[src/rtl/score_combo_ctrl.sv]
// Score / combo tracker for the rhythm-game status display.
// Judge codes are edge-detected into hit events. Combo and max combo update
// on the event edge. Score is accumulated by a serial BCD adder that handles
// one digit per cycle, with a 1-entry pending buffer for overlapping events.
module score_combo_ctrl #(
  parameter int unsigned PTS_PERFECT = 5,
  parameter int unsigned PTS_GOOD    = 3,
  parameter int unsigned PTS_BAD     = 1
) (
  input  logic        clk,
  input  logic        rst,
  input  logic [1:0]  i_judge,
  input  logic        i_miss,
  input  logic        i_game_start,
  output logic [15:0] o_score_bcd,
  output logic [11:0] o_combo_bcd,
  output logic [11:0] o_max_combo_bcd,
  output logic        o_score_valid,
  output logic        o_busy,
  output logic        o_overflow
);

  typedef enum logic [2:0] {
    S_IDLE, S_ADD0, S_ADD1, S_ADD2, S_ADD3, S_COMMIT
  } state_t;

  state_t      state_q, state_d;
  logic [1:0]  judge_prev_q, judge_prev_d;
  logic [15:0] score_q, score_d;
  logic [15:0] work_q, work_d;
  logic [3:0]  addend_q, addend_d;
  logic        carry_q, carry_d;
  logic [11:0] combo_q, combo_d;
  logic [11:0] max_q, max_d;
  logic        pend_vld_q, pend_vld_d;
  logic [1:0]  pend_code_q, pend_code_d;
  logic        overflow_q, overflow_d;
  logic        valid_q, valid_d;

  logic        hit;
  logic        start;
  logic        take_hit;
  logic [1:0]  start_code;
  logic [4:0]  dsum;
  logic [11:0] combo_hit;

  // One BCD digit add: returns {carry_out, digit}.
  function automatic logic [4:0] bcd_add_digit(input logic [3:0] a,
                                               input logic [3:0] b,
                                               input logic       cin);
    logic [4:0] s;
    logic [4:0] adj;
    s   = {1'b0, a} + {1'b0, b} + {4'b0000, cin};
    adj = s - 5'd10;
    if (s > 5'd9) return {1'b1, adj[3:0]};
    else          return {1'b0, s[3:0]};
  endfunction

  // Three-digit BCD increment that sticks at 999.
  function automatic logic [11:0] bcd3_inc_sat(input logic [11:0] v);
    logic [4:0] d0, d1, d2;
    if (v == 12'h999) return v;
    d0 = bcd_add_digit(v[3:0],  4'd1, 1'b0);
    d1 = bcd_add_digit(v[7:4],  4'd0, d0[4]);
    d2 = bcd_add_digit(v[11:8], 4'd0, d1[4]);
    return {d2[3:0], d1[3:0], d0[3:0]};
  endfunction

  // Points awarded for a judge code.
  function automatic logic [3:0] pts_of(input logic [1:0] code);
    case (code)
      2'b11:   return 4'(PTS_PERFECT);
      2'b10:   return 4'(PTS_GOOD);
      2'b01:   return 4'(PTS_BAD);
      default: return 4'd0;
    endcase
  endfunction

  assign hit = (i_judge != 2'b00) && (i_judge != judge_prev_q);

  // Next-state logic: event detection, combo tracking, serial score adder.
  always_comb begin
    state_d      = state_q;
    judge_prev_d = i_judge;
    score_d      = score_q;
    work_d       = work_q;
    addend_d     = addend_q;
    carry_d      = carry_q;
    pend_vld_d   = pend_vld_q;
    pend_code_d  = pend_code_q;
    overflow_d   = overflow_q;
    valid_d      = 1'b0;
    start        = 1'b0;
    take_hit     = 1'b0;
    start_code   = 2'b00;
    dsum         = 5'd0;

    // Hit first, then miss; max combo sees the post-hit value.
    combo_hit = combo_q;
    if (hit) combo_hit = i_judge[1] ? bcd3_inc_sat(combo_q) : 12'h000;
    max_d   = (combo_hit > max_q) ? combo_hit : max_q;
    combo_d = i_miss ? 12'h000 : combo_hit;

    case (state_q)
      S_IDLE: begin
        if (pend_vld_q) begin
          start      = 1'b1;
          start_code = pend_code_q;
          pend_vld_d = 1'b0;
        end else if (hit) begin
          start      = 1'b1;
          start_code = i_judge;
          take_hit   = 1'b1;
        end
      end
      S_ADD0: begin
        dsum        = bcd_add_digit(work_q[3:0], addend_q, carry_q);
        work_d[3:0] = dsum[3:0];
        carry_d     = dsum[4];
        state_d     = S_ADD1;
      end
      S_ADD1: begin
        dsum        = bcd_add_digit(work_q[7:4], 4'd0, carry_q);
        work_d[7:4] = dsum[3:0];
        carry_d     = dsum[4];
        state_d     = S_ADD2;
      end
      S_ADD2: begin
        dsum         = bcd_add_digit(work_q[11:8], 4'd0, carry_q);
        work_d[11:8] = dsum[3:0];
        carry_d      = dsum[4];
        state_d      = S_ADD3;
      end
      S_ADD3: begin
        dsum          = bcd_add_digit(work_q[15:12], 4'd0, carry_q);
        work_d[15:12] = dsum[3:0];
        carry_d       = dsum[4];
        state_d       = S_COMMIT;
      end
      S_COMMIT: begin
        score_d = carry_q ? 16'h9999 : work_q;
        valid_d = 1'b1;
        carry_d = 1'b0;
        state_d = S_IDLE;
        if (pend_vld_q) begin
          start      = 1'b1;
          start_code = pend_code_q;
          pend_vld_d = 1'b0;
        end
      end
      default: state_d = S_IDLE;
    endcase

    // Starting an add works from the score as it will stand after this edge.
    if (start) begin
      work_d   = score_d;
      addend_d = pts_of(start_code);
      carry_d  = 1'b0;
      state_d  = S_ADD0;
    end

    // Hits not started directly are buffered once, then dropped.
    if (hit && !take_hit) begin
      if (!pend_vld_q) begin
        pend_vld_d  = 1'b1;
        pend_code_d = i_judge;
      end else begin
        overflow_d = 1'b1;
      end
    end

    // New song clears everything and discards same-cycle events.
    if (i_game_start) begin
      state_d     = S_IDLE;
      score_d     = 16'h0000;
      work_d      = 16'h0000;
      carry_d     = 1'b0;
      combo_d     = 12'h000;
      max_d       = 12'h000;
      pend_vld_d  = 1'b0;
      pend_code_d = 2'b00;
      overflow_d  = 1'b0;
      valid_d     = 1'b0;
    end
  end

  // State registers with asynchronous active-low reset.
  always_ff @(posedge clk or negedge rst) begin
    if (!rst) begin
      state_q      <= S_IDLE;
      judge_prev_q <= 2'b00;
      score_q      <= 16'h0000;
      work_q       <= 16'h0000;
      addend_q     <= 4'd0;
      carry_q      <= 1'b0;
      combo_q      <= 12'h000;
      max_q        <= 12'h000;
      pend_vld_q   <= 1'b0;
      pend_code_q  <= 2'b00;
      overflow_q   <= 1'b0;
      valid_q      <= 1'b0;
    end else begin
      state_q      <= state_d;
      judge_prev_q <= judge_prev_d;
      score_q      <= score_d;
      work_q       <= work_d;
      addend_q     <= addend_d;
      carry_q      <= carry_d;
      combo_q      <= combo_d;
      max_q        <= max_d;
      pend_vld_q   <= pend_vld_d;
      pend_code_q  <= pend_code_d;
      overflow_q   <= overflow_d;
      valid_q      <= valid_d;
    end
  end

  assign o_score_bcd     = score_q;
  assign o_combo_bcd     = combo_q;
  assign o_max_combo_bcd = max_q;
  assign o_score_valid   = valid_q;
  assign o_busy          = (state_q != S_IDLE);
  assign o_overflow      = overflow_q;

endmodule

[config.mk]
export PLATFORM = sky130hd
export DESIGN_NAME = score_combo_ctrl
export DESIGN_NICKNAME = d
export VERILOG_FILES = /design/src/rtl/score_combo_ctrl.sv
export SDC_FILE = /design/constraint.sdc
export NUM_CORES = 1
export LEC_CHECK = 0
export ABC_AREA = 1
export BUFFER_PORTS_ARGS = -buffer_cell sky130_fd_sc_hd__buf_2
export CORE_MARGIN = 2
export CORE_UTILIZATION = 35
export CTS_BUF_LIST = sky130_fd_sc_hd__clkbuf_8
export DETAILED_ROUTE_END_ITERATION = 10
export SLEW_MARGIN = 20
export SYNTH_ARGS = -nofsm -noshare
export SYNTH_HDL_FRONTEND = slang
export SYNTH_SLANG_ARGS = --single-unit
[constraint.sdc]
create_clock -name clk -period 5.63 [get_ports clk]
set_input_delay 1.126 -clock clk [delete_from_list [all_inputs] [get_ports clk]]
set_output_delay 1.126 -clock clk [all_outputs]
set_load 0.02 [all_outputs]
Word-level counts from Yosys, hierarchy flattened
Cells that the tools add are included.
{"block": "classes", "addsub": 15, "n_lt_le_gt_ge": 8, "eq_ne": 12, "mux": 59, "reduce_logical": 17}
{"operator": "$mux 12", "n": 8}
{"operator": "$mux 16", "n": 5}
{"operator": "$mux 5", "n": 10}
{"operator": "$gt 5x4->1 const B", "n": 7}
{"operator": "$sub 4x4->4 const B", "n": 7}
{"operator": "$add 4x1->5", "n": 5}
{"operator": "$mux 4", "n": 5}
{"operator": "$mux 1", "n": 18}
{"operator": "$pmux 3 s5", "n": 1}
{"operator": "$reduce_bool 3->1", "n": 5}
{"operator": "$eq 12x12->1 const B", "n": 1}
{"operator": "$gt 12x12->1", "n": 1}
{"operator": "$mux 2", "n": 6}
{"operator": "$pmux 3 s3", "n": 1}
{"operator": "$reduce_bool 2->1", "n": 4}
{"operator": "$reduce_bool 7->1", "n": 1}
{"operator": "$eq 3x2->1 const B", "n": 2}
{"operator": "$eq 3x3->1 const B", "n": 2}
{"operator": "$mux 3", "n": 2}
{"operator": "$add 4x1->5 const B", "n": 1}
{"operator": "$add 4x4->5", "n": 1}
{"operator": "$add 5x1->5", "n": 1}
{"operator": "$pmux 1 s5", "n": 1}
{"operator": "$eq 2x2->1 const B", "n": 2}
{"operator": "other kinds (12)", "n": 14}
{"block": "totals", "reg_bits": 71, "in_bits": 6, "out_inout_bits": 43, "elab_cells": 126}

Logic depth before layout (Yosys ltp)
Gate-level depths: netlist of run 1.
{"block": "depth", "ltp_word": 19, "mapped_depth": 36, "mapped_depth_nobuf": 35}

Worst setup path before layout of run 1
OpenSTA, ideal clock, no wires.
{"block": "synth_timing", "path_type": "register to register", "startpoint": "register combo_q[0], in the netlist o_combo_bcd[0]", "endpoint": "register max_q[2], in the netlist o_max_combo_bcd[2]", "arrival_ns": 4.948, "required_ns": 5.564, "path_slack_ns": 0.615, "path_stages_with_launch": 37, "n_path_buf": 1, "period_less_slack_ns": 5.015, "cell_sequence": "dfrtp_1 > ha_1 > inv_1 > nand2_1 > and2_1 > ha_1 > nand3_1 > nand2_1 > nand2_1 > nand2_2 > ha_1 > ha_1 > xnor2_1 > nand2_1 > nand2_1 > nand2_1 > ha_1 > ha_1 > xnor2_1 > ha_1 > inv_1 > nor2_1 > nand3b_1 > nand2_1 > nand2_1 > nand3_1 > nand2_1 > ha_1 > nand4_1 > nor2_1 > a21oi_1 > nand3_1 > nand2_1 > nand2_1 > clkbuf_1 > nand3_1 > nand2_1"}
{"block": "synth_between", "elab_chain_cells": 18}
{"item": "from (decl)", "line": "33", "rtl": "logic [11:0] combo_q, combo_d;"}
{"item": "from (signal assigned)", "line": "209", "rtl": "combo_q <= combo_d;"}
{"item": "$add 4x1->5", "line": "53", "rtl": "s = {1'b0, a} + {1'b0, b} + {4'b0000, cin};"}
{"item": "$gt 5x4->1", "line": "55", "rtl": "if (s > 5'd9) return {1'b1, adj[3:0]};"}
{"item": "$mux 5", "line": "55"}
{"item": "$mux 5", "line": "63", "rtl": "d0 = bcd_add_digit(v[3:0], 4'd1, 1'b0);"}
{"item": "$mux 5", "line": "100", "rtl": "if (hit) combo_hit = i_judge[1] ? bcd3_inc_sat(combo_q) : 12'h000;"}
{"item": "$add 4x1->5", "line": "53"}
{"item": "$gt 5x4->1", "line": "55"}
{"item": "$mux 5", "line": "55"}
{"item": "[... 2 more ...]"}
{"item": "$add 4x1->5", "line": "53"}
{"item": "$sub 4x4->4 / $gt 5x4->1 (equally long branches)", "line": "54, 55"}
{"item": "$mux 4", "line": "55"}
{"item": "$mux 12", "line": "63"}
{"item": "$mux 12", "line": "100"}
{"item": "$mux 12 *", "line": "100"}
{"item": "$gt 12x12->1", "line": "101", "rtl": "max_d = (combo_hit > max_q) ? combo_hit : max_q;"}
{"item": "$reduce_bool 2->1 (no line)"}
{"item": "to (signal assigned)", "line": "210", "rtl": "max_q <= max_d;"}
{"item": "to (decl)", "line": "34", "rtl": "logic [11:0] max_q, max_d;"}
Mark *: on every way between the ends. The rest lies on a longest branch, timed or not. The select of a mux whose other input is x is not followed.
A chain may end at the register's enable or synchronous reset.

Final worst setup path of run 1
{"block": "layout_timing", "startpoint": "register combo_q[0], in the netlist o_combo_bcd[0]", "endpoint": "register max_q[9], in the netlist o_max_combo_bcd[9]"}
{"block": "layout_between", "elab_chain_cells": 18}
{"item": "$add 4x1->5", "line": "53"}
{"item": "$gt 5x4->1", "line": "55"}
{"item": "$mux 5", "line": "55"}
{"item": "$mux 5", "line": "63"}
{"item": "$mux 5", "line": "100"}
{"item": "$add 4x1->5", "line": "53"}
{"item": "$gt 5x4->1", "line": "55"}
{"item": "$mux 5", "line": "55"}
{"item": "[... 2 more ...]"}
{"item": "$add 4x1->5", "line": "53"}
{"item": "$sub 4x4->4 / $gt 5x4->1 (equally long branches)", "line": "54, 55"}
{"item": "$mux 4", "line": "55"}
{"item": "$mux 12", "line": "63"}
{"item": "$mux 12", "line": "100"}
{"item": "$mux 12 *", "line": "100"}
{"item": "$gt 12x12->1 / $mux 12 (equally long branches)", "line": "101"}
{"item": "$reduce_bool 2->1 (no line) / $mux 12 (equally long branches)"}
Marks and branches as above.

==> results.sh, run 1 <==
export IMPL_final_area_mm2=0.005363
export IMPL_die_h_um=120.2
export IMPL_initial_core_util_pct=35.70
export IMPL_vdd_ir_drop_max_uv=148.8
export IMPL_cap_violations=0
export IMPL_die_w_um=120.2
export IMPL_power_density_mw_per_mm2=313.0
export IMPL_cp_buffers_inverters=2
export IMPL_grt_max_degree=47
export IMPL_finalSetupViolations=0
export IMPL_reg2reg_slack_ns=0.32
export IMPL_cp_max_fo=11
export IMPL_crit_start="o_combo_bcd[0]$_DFF_PN0_"
export IMPL_end_kind="flop"
export IMPL_ys_warn_count=0
export IMPL_regArea_mm2=0.001754
export IMPL_die_area_mm2=0.01446
export IMPL_syn_area_per_cell_um2=7.505
export IMPL_p_leak_nw=2.825
export IMPL_io_pins=49
export IMPL_hold_class="flop to flop"
export IMPL_synth_area_mm2=0.004728
export IMPL_worst_pin_slew_ns=0.8035
export IMPL_cp_arrival_ns=5.55
export IMPL_fillCellCount=1392
export IMPL_yosysSeqAreaShare_pct=37.05
export IMPL_path_delay_family="simple AND/OR/NAND/NOR gates"
export IMPL_hp_start="o_overflow$_DFFE_PN0P_"
export IMPL_drtIter0Drc=201
export IMPL_cp_depth=35
export IMPL_grt_pass1_wl_mm=19.62
export IMPL_fmax_ghz=0.1882
export IMPL_slowest_stage="dfrtp_2"
export IMPL_max_slew_margin_pct=46.36
export IMPL_async_flop_share_pct=100.0
export IMPL_min_to="o_overflow$_DFFE_PN0P_"
export IMPL_slowest_delay_ns=0.44
export IMPL_cts_root_buffer="clkbuf_8"
export IMPL_wire_per_inst_um=13.91
export IMPL_finalMaxSlewViolations=0
export IMPL_htreeDepth=3
export IMPL_reg2reg_depth=35
export IMPL_synthToLayoutAreaGrowth_pct=13.42
export IMPL_pre_cts_slack_ns=0.1693
export IMPL_final_min_clock_period_ns=5.313
export IMPL_clock_latency_ns=0.35
export IMPL_antenna_found_initial=0
export IMPL_num_vias=4347
export IMPL_hold_violations=0
export IMPL_timing_rr_start="o_combo_bcd[0]$_DFF_PN0_"
export IMPL_rows=42
export IMPL_synthFlopType="dfrtp_1"
export IMPL_finalHoldWorstSlack_ns=0.4846
export IMPL_required_ns=5.87
export IMPL_drcViolationCount=0
export IMPL_numCtsBuffers=9
export IMPL_hold_depth=1
export IMPL_synth_nets=679
export IMPL_finalWirelength_mm=11.92
export IMPL_power_mw=1.678
export IMPL_yosys_cell_types_count=37
export IMPL_start_kind="flop"
export IMPL_hpwl_mm=8.666
export IMPL_synth_enable_flop_cells=0
export IMPL_syn_inst=630
export IMPL_vias_per_cell=5.072
export IMPL_status="finished, final reports clean"
export IMPL_fin_crit_sh_pct=94.36
export IMPL_grt_usage_pct=16.92
export IMPL_final_nets=725
export IMPL_rr_endpoint="o_max_combo_bcd[9]$_DFFE_PN0P_"
export IMPL_drt_first_pass_iters=4
export IMPL_setup_ws_ns=0.3174
export IMPL_clk_pin_slew_ns=0.07
export IMPL_grt_pass1_vias=4154
export IMPL_multi_input_area_mm2=0.002615
export IMPL_fin_util_pct=40.50
export IMPL_ys_ff_latch=70
export IMPL_core_region_area_mm2=0.01324
export IMPL_diodes=0
export IMPL_cts_tree="done"
export IMPL_placed_cell_area_mm2=0.005139
export IMPL_cts_sinks=70
export IMPL_portBuffers=48
export IMPL_clock_path_buffers=2
export IMPL_fin_skew_ns=0.009012
export IMPL_path_common_cell="nand2_1"
export IMPL_path_class="flop to flop"
export IMPL_detail_route_antenna_nets=0
export IMPL_overflow=0
export IMPL_layout_drive_gt1_share_pct=15.86
export IMPL_gp_congestion=0.8964
export IMPL_holdBufCountCts=0
## logic make-up after synthesis
family	after synthesis	synth area share, %
AO/OA/AOI/OAI	79	9.500
AND/OR/NAND/NOR	330	31.68
XOR/XNOR	10	1.852
adder cells (fa/ha/maj)	43	11.70
flip-flops	70	37.05
buffers and inverters	98	8.230
## cell usage in the layout (no fill, tap or decap), drive strengths merged
master,count
nand2,164
nand3,93
inv,83
dfrtp,70
nor2,55
buf,52
ha,41
o21ai,38
a21oi,19
clkbuf,9
o22ai,8
a22oi,7
xnor2,7
nand4,5
nand3b,4
nor3,4
xor2,3
a31oi,3
o211ai,3
or2,3
clkinv,3
fa,2
o21a,1
and2,1
nor2b,1
clkinvlp,1
bufinv,1
## repair_timing
item                                    in CTS  in global routing
gates resized for setup                      0                  9
buffers inserted                             0                  1
endpoints found under the setup margin       0                 12
hold endpoints to repair                     0                  0
## worst max path at each step
| stage | end | slack, ns |
|---|---|---|
| 6_report | o_max_combo_bcd[9]$_DFFE_PN0P_ | 0.32 |
| 5_1_grt | o_max_combo_bcd[11]$_DFFE_PN0P_ | -0.04 |
| 4_1_cts | o_max_combo_bcd[7]$_DFFE_PN0P_ | 0.15 |
| 3_5_place_dp | o_max_combo_bcd[7]$_DFFE_PN0P_ | 0.17 |
| 3_3_place_gp | o_max_combo_bcd[6]$_DFFE_PN0P_ | 0.49 |
| 2_1_floorplan | o_max_combo_bcd[2]$_DFFE_PN0P_ | 0.62 |
## synth_stat cells, drive strengths merged, types with 4 or more instances
library cell	instances	share of area, %
ha	41	11
buf	7	1.0
a22oi	7	1.1
clkbuf	10	0.79
nand3b	4	0.64
o22ai	8	1.1
o21ai	38	4.2
nor2	55	4.6
nor3	4	0.42
nand2	164	14
dfrtp	70	37
a21oi	19	2.0
inv	80	6.4
xnor2	7	1.3
nand3	93	11
nand4	5	0.66
## through the flow
step           setup TNS [ns]  std cells
6_report                    0        857
5_1_grt               -0.2621        857
4_1_cts                     0        856
3_5_place_dp                0        840
3_3_place_gp                0        839
2_1_floorplan               0        630
## state kept, by name (all words and copies together) (netlist names)
register / flops
addend_q: 3
carry_q: 1
judge_prev_q: 2
o_combo_bcd: 12
o_max_combo_bcd: 12
o_overflow: 1
o_score_bcd: 16
o_score_valid: 1
pend_code_q: 2
pend_vld_q: 1
state_q: 3
work_q: 16
## metal layers
layer  part of all wire, %  global-route usage, %  vias to the layer above
li1                      -                      -                     2156
met1                    47                  21.88                     2091
met2                    47                  28.48                       83
met3                   3.7                  2.830                       17
met4                   1.9                  6.323                        0
met5                     0                      0                        -
## area by class of cell
class	instances	area share (%)
Timing Repair Buffer	52	5.343
Inverter	81	5.670
Multi-Input combinational cell	462	48.76
Clock inverter	7	1.097
Clock buffer	9	2.310
Sequential cell	70	32.71
Tap cell	176	4.106
## report_power, final
| group | switching [mW] | total [mW] | internal [mW] |
|---|---|---|---|
| Combinational | 0.420 | 0.649 | 0.229 |
| Sequential | 0.0693 | 0.635 | 0.565 |
| Clock | 0.196 | 0.394 | 0.198 |
(Power assumes the default switching activity.)
==> run 2, diff against run 1 <==
--- a/config.mk
+++ b/config.mk
@@ -11,7 +11,10 @@
 export CORE_UTILIZATION = 35
 export CTS_BUF_LIST = sky130_fd_sc_hd__clkbuf_8
 export DETAILED_ROUTE_END_ITERATION = 10
+export GPL_TIMING_DRIVEN = 0
+export RECOVER_POWER = 50
 export SLEW_MARGIN = 20
 export SYNTH_ARGS = -nofsm -noshare
 export SYNTH_HDL_FRONTEND = slang
 export SYNTH_SLANG_ARGS = --single-unit
+export TNS_END_PERCENT = 100
==> run 2 against run 1 <==
  * The flow now finishes with violations (capacitance limit, slew limit)
  * Register-to-register slack improved by 0.09 ns
  * Count of clock-buffer cells in the layout rose by 1
  * Cell count rose by 1.8%
  * Sequential share of layout area fell by 0.55 points
  * Routed wire length rose by 3.6%
  * Via count rose by 1.6%
  * Sequential power barely moved
  * Die area did not move
  * Utilization rose by 0.66 points
  * Critical path type unchanged
  * Highest routed layer unchanged
==> results.sh, run 2 (synthesized netlist as in run 1, its figures left out) <==
export IMPL_synthToLayoutAreaGrowth_pct=15.27
export IMPL_slowest_stage="dfrtp_2"
export IMPL_fin_skew_ns=0.01432
export IMPL_setup_ws_ns=0.4073
export IMPL_fin_crit_sh_pct=92.76
export IMPL_path_class="flop to flop"
export IMPL_layout_drive_gt1_share_pct=15.66
export IMPL_path_common_cell="nand2_1"
export IMPL_overflow=0
export IMPL_multi_input_area_mm2=0.002640
export IMPL_htreeDepth=3
export IMPL_final_min_clock_period_ns=5.223
export IMPL_clk_pin_slew_ns=0.08
export IMPL_worst_pin_slew_ns=2.201
export IMPL_cts_tree="done"
export IMPL_portBuffers=47
export IMPL_clock_path_buffers=2
export IMPL_layout_common_cells="nand2_1, nand3_1, inv_1"
export IMPL_p_leak_nw=2.803
export IMPL_finalMaxSlewViolations=73
export IMPL_numCtsBuffers=9
export IMPL_power_mw=1.720
export IMPL_grt_pass1_vias=4310
export IMPL_slowest_delay_ns=0.45
export IMPL_final_nets=740
export IMPL_violations="capacitance limit, slew limit"
export IMPL_grt_pass1_wl_mm=20.39
export IMPL_final_common_cell="nand2_1"
export IMPL_cp_max_fo=10
export IMPL_io_pins=49
export IMPL_regArea_mm2=0.001753
export IMPL_fillCellCount=1381
export IMPL_cap_violations=2
export IMPL_max_slew_margin_pct=-46.73
export IMPL_fmax_ghz=0.1915
export IMPL_start_kind="flop"
export IMPL_pre_cts_slack_ns=-0.1000
export IMPL_gp_congestion=0.8344
export IMPL_drcViolationCount=0
export IMPL_die_area_mm2=0.01446
export IMPL_hold_violations=0
export IMPL_vias_per_cell=5.063
export IMPL_grt_max_degree=42
export IMPL_cp_arrival_ns=5.46
export IMPL_drt_first_pass_iters=5
export IMPL_num_vias=4415
export IMPL_cts_sinks=70
export IMPL_clock_latency_ns=0.36
export IMPL_vdd_ir_drop_max_uv=166.3
export IMPL_detail_route_antenna_nets=0
export IMPL_finalSetupViolations=0
export IMPL_required_ns=5.86
export IMPL_diodes=0
export IMPL_hpwl_mm=9.295
export IMPL_initial_core_util_pct=35.70
export IMPL_hold_class="flop to flop"
export IMPL_antenna_found_initial=0
export IMPL_core_region_area_mm2=0.01324
export IMPL_die_h_um=120.2
export IMPL_end_kind="flop"
export IMPL_cts_root_buffer="clkbuf_8"
export IMPL_grt_usage_pct=17.52
export IMPL_holdBufCountCts=0
export IMPL_status="complete, but fails checks"
export IMPL_wire_per_inst_um=14.17
export IMPL_drtIter0Drc=196
export IMPL_die_w_um=120.2
export IMPL_power_density_mw_per_mm2=315.7
export IMPL_finalWirelength_mm=12.35
export IMPL_rows=42
-- run 2: through the flow --
stage | TNS, ns | instances | cell area, um2 | util, % | hold WS (ns)
3_5_place_dp | -0.6949 | 854 | 5206 | 39.31 | 0.4832
3_3_place_gp | 0 | 853 | 5184 | 39.14 | 0.4918
2_1_floorplan | 0 | 630 | 4728 | - | 0.4627
6_report | 0 | 872 | 5450 | 41.16 | 0.5014
5_1_grt | -0.002102 | 872 | 5450 | 41.16 | 0.5329
4_1_cts | 0 | 870 | 5408 | 40.84 | 0.5030
-- run 2: timing repair --
item                                    in CTS  in global routing
endpoints found under the setup margin      11                 12
setup buffers                                0                  2
gates resized for setup                      2                 21
pin swaps                                    0                  5
gates cloned                                 0                  0
-- run 2: metal layers --
metal  part of all wire (%)  vias up  global-route usage [%]
met4                    1.7        0                   6.177
met1                     47     2104                   23.10
met3                    4.0       18                   3.066
met5                      0        -                       0
li1                       -     2196                       -
met2                     47       97                   29.05
-- run 2: worst max-delay path, delay by kind of cell, from the launching register on --
kind,cells,cell delay [ns]
compound gates,1,0.14
xor+xnor,2,0.36
simple gates,22,2.09
fa+ha+maj,8,1.75
buf+inv,3,0.29
flops,1,0.45
-- run 2: report_power, final --
part	internal (mW)	switching, mW	total [mW]
Sequential	0.565	0.0708	0.636
Clock	0.216	0.202	0.418
Combinational	0.240	0.427	0.666
-- run 2: worst paths after layout --
kind | from | endpoint | slack (ns) | depth (start not counted)
hold reg to reg | o_overflow$_DFFE_PN0P_ | o_overflow$_DFFE_PN0P_ | 0.50 | 1
hold / removal | o_overflow$_DFFE_PN0P_ | o_overflow$_DFFE_PN0P_ | 0.50 | 1
max in group asynchronous | rst | o_combo_bcd[0]$_DFF_PN0_ | 1.51 | 2
min in group asynchronous | rst | work_q[9]$_DFFE_PN0P_ | 1.19 | 1
setup / recovery | o_combo_bcd[0]$_DFF_PN0_ | o_max_combo_bcd[2]$_DFFE_PN0P_ | 0.41 | 36
setup reg to reg | o_combo_bcd[0]$_DFF_PN0_ | o_max_combo_bcd[2]$_DFFE_PN0P_ | 0.41 | 36
-- run 2: cell type report --
class | instances | area share, %
Multi-Input combinational cell | 462 | 48.44
Sequential cell | 70 | 32.16
Inverter | 81 | 5.579
Timing Repair Buffer | 50 | 4.385
Tap cell | 176 | 4.040
Clock buffer | 10 | 2.525
Buffer | 17 | 1.745
Clock inverter | 6 | 1.125
